$ cat src/rtl/nf_stats_pkg.sv
// Shared counter indices and statistics-vector field offsets for the 10G port stats block.
// Latency: n/a (constants only). Backpressure: n/a.
// Saturation is selected per build with NF_STATS_SATURATE_EN.
package nf_stats_pkg;

    localparam int CNT_RX_GOOD  = 0;
    localparam int CNT_RX_BAD   = 1;
    localparam int CNT_RX_BYTES = 2;
    localparam int CNT_TX_PKTS  = 3;
    localparam int CNT_TX_BYTES = 4;
    localparam int CNT_LINK_CHG = 5;
    localparam int NUM_CNTS     = 6;

    localparam int STAT_GOOD_BIT  = 0;
    localparam int STAT_BAD_BIT   = 1;
    localparam int STAT_BYTES_LSB = 5;
    localparam int STAT_BYTES_MSB = 18;

    localparam int RX_VEC_W = 30;
    localparam int TX_VEC_W = 26;

endpackage

$ cat src/rtl/nf_stats_counter.sv
// One statistics counter: add on inc_en, zero or load-with-increment on clr; NF_STATS_SATURATE_EN clamps.
// Latency: value updates one cycle after inc_en/clr.
// Backpressure: none, every increment is accepted.
module nf_stats_counter #(
    parameter int W = 32
) (
    input  logic         axis_aclk,
    input  logic         axis_aresetn,
    input  logic         inc_en,
    input  logic [W-1:0] inc_amt,
    input  logic         clr,
    input  logic         load_inc_on_clr,
    output logic [W-1:0] cnt
);

    logic [W-1:0] cnt_q;
    logic [W-1:0] cnt_nxt;

`ifdef NF_STATS_SATURATE_EN
    logic [W:0] sum;
    assign sum     = {1'b0, cnt_q} + {1'b0, inc_amt};
    assign cnt_nxt = sum[W] ? '1 : sum[W-1:0];
`else
    assign cnt_nxt = cnt_q + inc_amt;
`endif

    // A clearing read keeps a same-cycle event so nothing is lost.
    always_ff @(posedge axis_aclk or negedge axis_aresetn) begin
        if (!axis_aresetn) begin
            cnt_q <= '0;
        end else if (clr) begin
            cnt_q <= (load_inc_on_clr && inc_en) ? inc_amt : '0;
        end else if (inc_en) begin
            cnt_q <= cnt_nxt;
        end
    end

    assign cnt = cnt_q;

endmodule

$ cat src/rtl/nf_10g_port_stats_aggregator.sv
// Per-port rx/tx/link counters and sticky link-change irqs for C_NUM_PORTS 10G MACs (NF_STATS_SATURATE_EN: saturating counters).
// Latency: counters update 1 cycle after strobe; rd_valid/rd_data 1 cycle after rd_req.
// Backpressure: none, strobes and rd_req are accepted every cycle.
module nf_10g_port_stats_aggregator
    import nf_stats_pkg::*;
#(
    parameter int C_NUM_PORTS    = 4,
    parameter int C_CNT_WIDTH    = 32,
    parameter int C_STATUS_WIDTH = 8
) (
    input  logic                                  axis_aclk,
    input  logic                                  axis_aresetn,
    input  logic [C_NUM_PORTS-1:0]                rx_stats_valid,
    input  logic [RX_VEC_W*C_NUM_PORTS-1:0]       rx_stats_vector,
    input  logic [C_NUM_PORTS-1:0]                tx_stats_valid,
    input  logic [TX_VEC_W*C_NUM_PORTS-1:0]       tx_stats_vector,
    input  logic [C_STATUS_WIDTH*C_NUM_PORTS-1:0] pcspma_status,
    input  logic                                  rd_req,
    input  logic [2:0]                            rd_port,
    input  logic [2:0]                            rd_idx,
    input  logic                                  rd_clear,
    input  logic                                  clear_all,
    input  logic [C_NUM_PORTS-1:0]                irq_clr,
    output logic                                  rd_valid,
    output logic [C_CNT_WIDTH-1:0]                rd_data,
    output logic [C_NUM_PORTS-1:0]                link_up,
    output logic [C_NUM_PORTS-1:0]                link_irq
);

    localparam logic [C_CNT_WIDTH-1:0] ONE = C_CNT_WIDTH'(1);

    logic [C_CNT_WIDTH-1:0] cnt_val [C_NUM_PORTS][NUM_CNTS];
    logic [C_NUM_PORTS-1:0] link_stat;
    logic [C_NUM_PORTS-1:0] link_chg;
    logic [C_CNT_WIDTH-1:0] rd_sel;
    logic                   unused_bits;

    // Only the good/bad/bytes fields and status bit 0 carry meaning here.
    assign unused_bits = ^{rx_stats_vector, tx_stats_vector, pcspma_status};

    for (genvar p = 0; p < C_NUM_PORTS; p++) begin : g_port
        logic [RX_VEC_W-1:0]    rx_v;
        logic [TX_VEC_W-1:0]    tx_v;
        logic                   rx_good;
        logic                   rx_bad;
        logic                   tx_ok;
        logic [NUM_CNTS-1:0]    en;
        logic [C_CNT_WIDTH-1:0] amt [NUM_CNTS];

        assign rx_v      = rx_stats_vector[p*RX_VEC_W +: RX_VEC_W];
        assign tx_v      = tx_stats_vector[p*TX_VEC_W +: TX_VEC_W];
        assign rx_bad    = rx_stats_valid[p] & rx_v[STAT_BAD_BIT];
        assign rx_good   = rx_stats_valid[p] & rx_v[STAT_GOOD_BIT] & ~rx_v[STAT_BAD_BIT];
        assign tx_ok     = tx_stats_valid[p] & tx_v[STAT_GOOD_BIT];
        assign link_stat[p] = pcspma_status[p*C_STATUS_WIDTH];
        assign link_chg[p]  = link_stat[p] ^ link_up[p];

        assign en[CNT_RX_GOOD]  = rx_good;
        assign en[CNT_RX_BAD]   = rx_bad;
        assign en[CNT_RX_BYTES] = rx_good;
        assign en[CNT_TX_PKTS]  = tx_ok;
        assign en[CNT_TX_BYTES] = tx_ok;
        assign en[CNT_LINK_CHG] = link_chg[p];

        assign amt[CNT_RX_GOOD]  = ONE;
        assign amt[CNT_RX_BAD]   = ONE;
        assign amt[CNT_RX_BYTES] = C_CNT_WIDTH'(rx_v[STAT_BYTES_MSB:STAT_BYTES_LSB]);
        assign amt[CNT_TX_PKTS]  = ONE;
        assign amt[CNT_TX_BYTES] = C_CNT_WIDTH'(tx_v[STAT_BYTES_MSB:STAT_BYTES_LSB]);
        assign amt[CNT_LINK_CHG] = ONE;

        for (genvar c = 0; c < NUM_CNTS; c++) begin : g_cnt
            logic rd_hit;
            assign rd_hit = rd_req && (rd_port == 3'(p)) && (rd_idx == 3'(c));

            // clear_all overrides a clearing read and drops same-cycle events.
            nf_stats_counter #(.W(C_CNT_WIDTH)) u_cnt (
                .axis_aclk       (axis_aclk),
                .axis_aresetn    (axis_aresetn),
                .inc_en          (en[c]),
                .inc_amt         (amt[c]),
                .clr             (clear_all | (rd_hit & rd_clear)),
                .load_inc_on_clr (~clear_all),
                .cnt             (cnt_val[p][c])
            );
        end
    end

    always_comb begin
        rd_sel = '0;
        for (int p = 0; p < C_NUM_PORTS; p++) begin
            for (int c = 0; c < NUM_CNTS; c++) begin
                if (rd_port == 3'(p) && rd_idx == 3'(c)) begin
                    rd_sel = cnt_val[p][c];
                end
            end
        end
    end

    always_ff @(posedge axis_aclk or negedge axis_aresetn) begin
        if (!axis_aresetn) begin
            rd_valid <= 1'b0;
            rd_data  <= '0;
            link_up  <= '0;
            link_irq <= '0;
        end else begin
            rd_valid <= rd_req;
            if (rd_req) begin
                rd_data <= rd_sel;
            end
            link_up  <= link_stat;
            link_irq <= link_chg | (link_irq & ~irq_clr);
        end
    end

endmodule

$ cat config.mk
export PLATFORM = sky130hd
export DESIGN_NAME = nf_10g_port_stats_aggregator
export DESIGN_NICKNAME = d
export VERILOG_FILES = /design/src/rtl/nf_stats_pkg.sv /design/src/rtl/nf_stats_counter.sv /design/src/rtl/nf_10g_port_stats_aggregator.sv
export SDC_FILE = /design/constraint.sdc
export NUM_CORES = 2
export LEC_CHECK = 0
export CAP_MARGIN = 0
export CELL_PAD_IN_SITES_DETAIL_PLACEMENT = 0
export CELL_PAD_IN_SITES_GLOBAL_PLACEMENT = 1
export CORE_ASPECT_RATIO = 0.8
export CORE_MARGIN = 2
export CORE_UTILIZATION = 45
export DETAILED_ROUTE_END_ITERATION = 8
export DONT_BUFFER_PORTS = 1
export PLACE_DENSITY_LB_ADDON = 0.15
export RECOVER_POWER = 25
export SYNTH_ARGS = -nofsm -noshare
export SYNTH_HDL_FRONTEND = slang
export SYNTH_SLANG_ARGS = --single-unit
export TNS_END_PERCENT = 20
$ cat constraint.sdc
create_clock -name axis_aclk -period 2.75 [get_ports axis_aclk]
set_clock_uncertainty 0.2 [all_clocks]
set_input_delay 0.275 -clock axis_aclk [delete_from_list [all_inputs] [get_ports axis_aclk]]
set_output_delay 0.275 -clock axis_aclk [all_outputs]
set_load 0.03 [all_outputs]
# After elaboration in Yosys (flattened, before gate mapping)
# Index checks and enable logic that the tools add are counted.
# W data, S select, Z words.
# word_totals
in_bits,279
ff_bits,809
# op_classes
eq_ne,8
muxes,96
n_reduce_logical,94
n_addsub,24
bitwise,76
# ops
operator,count
$mux W32,72
$add A32 B1 Y32 const B,16
$add A32 B14 Y32,8
$mux W14,8
$logic_and A1 B1 Y1,68
$reduce_bool A2 Y1,24
$and A1 B1 Y1,40
$or A1 B1 Y1,24
$mux W1,16
$eq A3 B2 Y1 const B,4
$eq A3 B1 Y1 const B,2
$eq A3 B3 Y1 const B,2
$logic_not A3 Y1,2
$not A1 Y1,5
$and A4 B4 Y4,1
$not A4 Y4,1
$or A4 B4 Y4,1
$xor A1 B1 Y1,4

# Logic depth before layout (Yosys ltp)
# depth
ltp_word,26
mapped_depth,13
mapped_depth_nobuf,10

# Modules after synthesis
# A second synthesis with hierarchy kept.
# hier_totals
hier_cells,9892
area_unflattened_um2,80144.4
# by_module_without_submodules
mod,cells_each,area_each_um2,instances
nf_stats_counter at g_port[1].g_cnt[0].u_cnt ...,360,2976.6,18
nf_stats_counter at g_port[0].g_cnt[0].u_cnt ...,383,3093.0,5
nf_10g_port_stats_aggregator,1157,8167.8,1
nf_stats_counter at g_port[0].g_cnt[5].u_cnt,340,2932.8,1

# Worst setup path before layout
# Ideal clock, no wire load.
# synth_path
path_type,flip-flop to flip-flop
start,register g_port[0].g_cnt[4].u_cnt.cnt_q[0]
end,register g_port[0].g_cnt[4].u_cnt.cnt_q[24]
stages_incl_launch_ff,11
arrival_time_ps,2633
synth_period_minus_slack_ps,2912
t_required_ps,2471
slack_ps,-162
path_cell_list,dfrtp_1 ha_1 inv_1 fa_1 and2b_1 o21ai_1 a21o_1 a2111oi_4 nor2_1 or4_1 a21oi_1
# synth_via
elab_chain_len,3
# synth_rtl
item,line_no,text
start: declaration,nf_stats_counter.sv:16,logic [W-1:0] cnt_q;
start signal: assignment,nf_stats_counter.sv:32,cnt_q <= (load_inc_on_clr && inc_en) ? inc_amt : '0;
start signal: assignment,nf_stats_counter.sv:34,cnt_q <= cnt_nxt;
$add A32 B14 Y32,nf_stats_counter.sv:24,assign cnt_nxt = cnt_q + inc_amt;
$mux W32,nf_stats_counter.sv:33,end else if (inc_en) begin
$mux W32,nf_stats_counter.sv:31,end else if (clr) begin
# No other way between the ends. The select of a mux whose other input is x is not followed.
# A chain may end at the register's enable or synchronous reset.

# Final worst setup path
# Ends and elaborated chain as after synthesis.

==> results.txt <==
----------------------------------------------------
[Critical path]
  Setup crit start kind ... register
  Origin of the worst setup path ... g_port[0].g_cnt[4].u_cnt.cnt[0]
  Peak fanout along the critical path ... 4
  Crit-path slowest cell ... sky130_fd_sc_hd__or4_1
  Largest stage delay, worst path ... 430 ps
  Delay-heaviest family, CP ... compound AO/OA/AOI/OAI gates
  Crit path buffers/inverters ... 1
  CP cell instances ... ha_2 -> inv_2 -> fa_2 -> and2b_1 -> o21ai_2 -> a21o_1 -> a2111oi_4 -> nor2_2 -> or4_1 -> a21oi_2
  Data required, critical path ... 3190 ps
  CP endpoint kind ... register
  Critical Setup Path Class ... reg -> reg
  Reg2Reg Setup Slack ... 3 ps
  Critical path data arrival time ... 3190 ps
  Source of the worst register-to-register timing path ... g_port[0].g_cnt[4].u_cnt.cnt[0]

[STA]
  Headroom to the max-slew limit ... -17.5%
  Unrepaired setup endpoints after global routing ... true
  Final-report max-slew violation count ... 175
  Tightest hold margin ... -760 ps
  Slack of the critical path ... 2.58 ps
  Setup-failing EPs final ... 0
  Max Clk Rate ... 364 MHz
  TNS Setup ... 0 ps
  Final critical delay including setup and external delays ... 2750 ps
  Final count of hold timing violations ... 125
  Post-route clock period utilization ... 99.9%
  Slew of the pin with the lowest slew margin ... 1760 ps

[Logic synthesis]
  Main combinational cell family by area after synthesis ... simple AND/OR/NAND/NOR gates
  Basic-gate share of the synthesized area counting and, or, nand and nor cells ... 24.6%
  Total of flip-flops plus latches after synthesis ... 809
  Combined area of all synthesized cells ... 0.0498 mm2
  Post-Synthesis Net Count ... 6157
  Fraction of synthesized cell area in xor and xnor cells ... 10.2%
  Number of enable-type register cells in the synthesized netlist ... 0
  Sequential share of the synthesized area ... 40.6%
  Number of unique standard cell types used by synthesis ... 110
  Synth warn ... 0
  Share of the synthesized area in compound gates (AO/OA/AOI/OAI) ... 17.2%
  Gate Count Post-Synth ... 5742
  Post-synthesis area per instance ... 8.68 um2
  Share of synthesized cell area in full adder, half adder and majority cells ... 3.53%
  Proportion of register bits with asynchronous set or reset after synthesis ... 100%
  Multiplexer share of the synthesized area ... 0.836%
  Most common flop cell mapped by yosys ... sky130_fd_sc_hd__dfrtp_1

[Floorplanning]
  Floorplan die height ... 302 um
  Total number of placement rows ... 109
  Starting density of the core ... 45.2%
  Chip Width ... 376 um
  Top-Level Pins ... 320
  Area enclosed by the die boundary ... 0.113 mm2
  Area inside the core boundary ... 0.110 mm2

[Pwr]
  Portion of total power attributed to the clock network ... 43.1%
  Cell internal power dissipation ... 20800 uW
  Power share of the combinational group ... 13.9%
  Maximum vdd drop ... 0.465 mV
  Total power per unit cell area ... 482 mW/mm2
  Power share of the sequential group ... 43.0%
  Static leakage ... 0.0255 uW
  Sw frac ... 28.6%
  Final Total Pwr ... 29200 uW
  Sw power ... 8360 uW

[Status]
  Violated checks ... hold timing, capacitance limit, slew limit
  Run status ... finished, violations left

[Route]
  Post-DR wirelength/cell ... 27.9 um
  Number of violations reported at the end of detailed-routing iteration 0 ... 6965
  Routed wire length ... 218000 um
  DRC violations left ... 0
  Post-detailed-route count of antenna-violating nets ... 0
  Vias post-DR ... 49400
  Via density ... 6.31
  Number of iterations in the first detailed-routing pass ... 7

[Clocking]
  Worst-Skew Late Latency ... 720 ps
  Maximum buffer depth of the clock tree ... 3
  Worst-path clk slew ... 60 ps
  TritonCTS sink count ... 809
  CTS tree ... built
  Clock buffer count from CTS ... 92
  H-tree depth reported by CTS ... 3
  Root buffer cell ... sky130_fd_sc_hd__clkbuf_16

[Place]
  Final HPWL DP ... 161000 um
  Pre-CTS setup slack ... -391 ps
  Final weighted congestion of routability-driven global placement ... 1.01
  Port Buf Inserts ... 0
  Placed Instances ... 7395

[Global routing]
  Global-route wire length before repair ... 316000 um
  Vias in the first global route ... 44700
  Maximum number of pins on one net before global-route repair ... 810
  Total grt overflow ... 0
  Antenna violations before repair ... 11
  Total Routing Usage GR ... 37.9%

[Final layout]
  Commonest non-fill, non-tap cells in the layout ... sky130_fd_sc_hd__nor2_1, sky130_fd_sc_hd__dfrtp_1, sky130_fd_sc_hd__nand2_1
  Signed area change from the synthesized netlist to the final layout ... 21.4%
  Number of fill cells in the layout ... 10200
  Fraction of layout cells with a size suffix above 1 ... 12.7%
  Number of cells in the finished layout apart from fillers ... 7835
  Most frequent standard cell in the layout excluding fill and tap cells ... sky130_fd_sc_hd__nor2_1
  Net count, final ... 6731

[Job]
  Max-cap violations ... 1

[Hold path]
  Worst hold path type ... in -> async

----------------------------------------------------
[cell type report]
type	instances	area (um2)	share of cell area, %
multi-input cells	4584	28500	47.2
flip-flops and latches	809	20200	33.5
repair buffers	737	6600	10.9
clock buffers	134	2590	4.28
well taps	1443	1810	2.98
clock inverters	34	363	0.600
inverters	92	345	0.571
diodes	2	5.00	0.00827
[flip-flops by register name, summed over array words and instances (netlist names)]
name / count
link_irq: 4
g_port.g_cnt.u_cnt.cnt: 768
rd_data: 32
rd_valid: 1
link_up: 4
[synthesized netlist by cell type, types with 28 or more instances]
library cell / number / area (um2)
sky130_fd_sc_hd__and2_1: 40 / 250
sky130_fd_sc_hd__clkbuf_1: 176 / 661
sky130_fd_sc_hd__a21oi_1: 343 / 1720
sky130_fd_sc_hd__and4_1: 53 / 464
sky130_fd_sc_hd__and3_1: 124 / 776
sky130_fd_sc_hd__o21a_1: 56 / 420
sky130_fd_sc_hd__nor2_1: 866 / 3250
sky130_fd_sc_hd__buf_2: 51 / 255
sky130_fd_sc_hd__nor4_1: 33 / 206
sky130_fd_sc_hd__o211ai_1: 52 / 390
sky130_fd_sc_hd__nand2_1: 533 / 2000
sky130_fd_sc_hd__o22ai_1: 80 / 500
sky130_fd_sc_hd__or3_1: 131 / 820
sky130_fd_sc_hd__a221oi_1: 42 / 368
sky130_fd_sc_hd__nor2b_1: 31 / 194
sky130_fd_sc_hd__dfrtp_1: 809 / 20200
sky130_fd_sc_hd__a211oi_1: 40 / 300
sky130_fd_sc_hd__xnor2_1: 177 / 1550
sky130_fd_sc_hd__a21o_1: 28 / 210
sky130_fd_sc_hd__xor2_1: 406 / 3560
sky130_fd_sc_hd__nand4_1: 143 / 895
sky130_fd_sc_hd__inv_1: 91 / 342
sky130_fd_sc_hd__a31oi_1: 45 / 282
sky130_fd_sc_hd__nor3_1: 114 / 571
sky130_fd_sc_hd__o21ai_0: 329 / 1650
sky130_fd_sc_hd__a222oi_1: 61 / 611
sky130_fd_sc_hd__nand3_1: 269 / 1350
sky130_fd_sc_hd__a22oi_1: 60 / 450
sky130_fd_sc_hd__ha_1: 128 / 1600
[repair_timing]
action,CTS,global route
endpoints found under the hold margin,1179,448
pin swaps,4,21
cloned,1,0
gates resized for setup,12,77
setup endpoints to repair,21,131
hold buffers,258,3
buffers inserted,1,5
[through the flow]
step / instance area, um2 / util, %
after floorplan: 49800 / -
after global placement: 54300 / 49.3
after detailed placement: 54300 / 49.3
after CTS: 60000 / 54.4
after global routing: 60500 / 54.9
final: 60500 / 54.9
[power groups by stage]
stage | registers (uW) | clock network [uW] | logic [uW]
2_1_floorplan | 12600 | 0 | 2040
3_3_place_gp | 12700 | 0 | 3160
3_5_place_dp | 12800 | 0 | 3180
4_1_cts | 12500 | 12700 | 3640
5_1_grt | 12500 | 13200 | 4400
6_report | 12500 | 12600 | 4070
[cell families (layout without fill, tap and decap cells)]
group / Yosys count / after routing
compound gates: 1325 / 1325
xor+xnor: 583 / 583
fa+ha+maj: 136 / 136
buf+inv: 349 / 997
flops: 809 / 809
mux: 40 / 40
other cells: 0 / 2
simple gates: 2500 / 2500
[path summary, 6_finish.rpt]
kind,to,cells past startpoint
setup reg to reg,g_port[0].g_cnt[4].u_cnt.cnt[24],10
setup / recovery,g_port[0].g_cnt[4].u_cnt.cnt[24],10
min in group axis_aclk,link_up[2],1
hold reg to reg,g_port[2].g_cnt[5].u_cnt.cnt[31],1
max in group asynchronous,g_port[3].g_cnt[2].u_cnt.cnt[20],3
hold / removal,g_port[0].g_cnt[2].u_cnt.cnt[6],1
[routing by layer]
layer | vias to the layer above | global-route usage (%) | part of all wire, %
met1 | 24600 | 59.0 | 46
met3 | 313 | 12.8 | 13
met2 | 2611 | 49.1 | 38
met5 | - | 0 | 0.017
met4 | 6 | 9.69 | 2.8
li1 | 21900 | - | -
No activity file was read; power rests on OpenSTA's default activity.
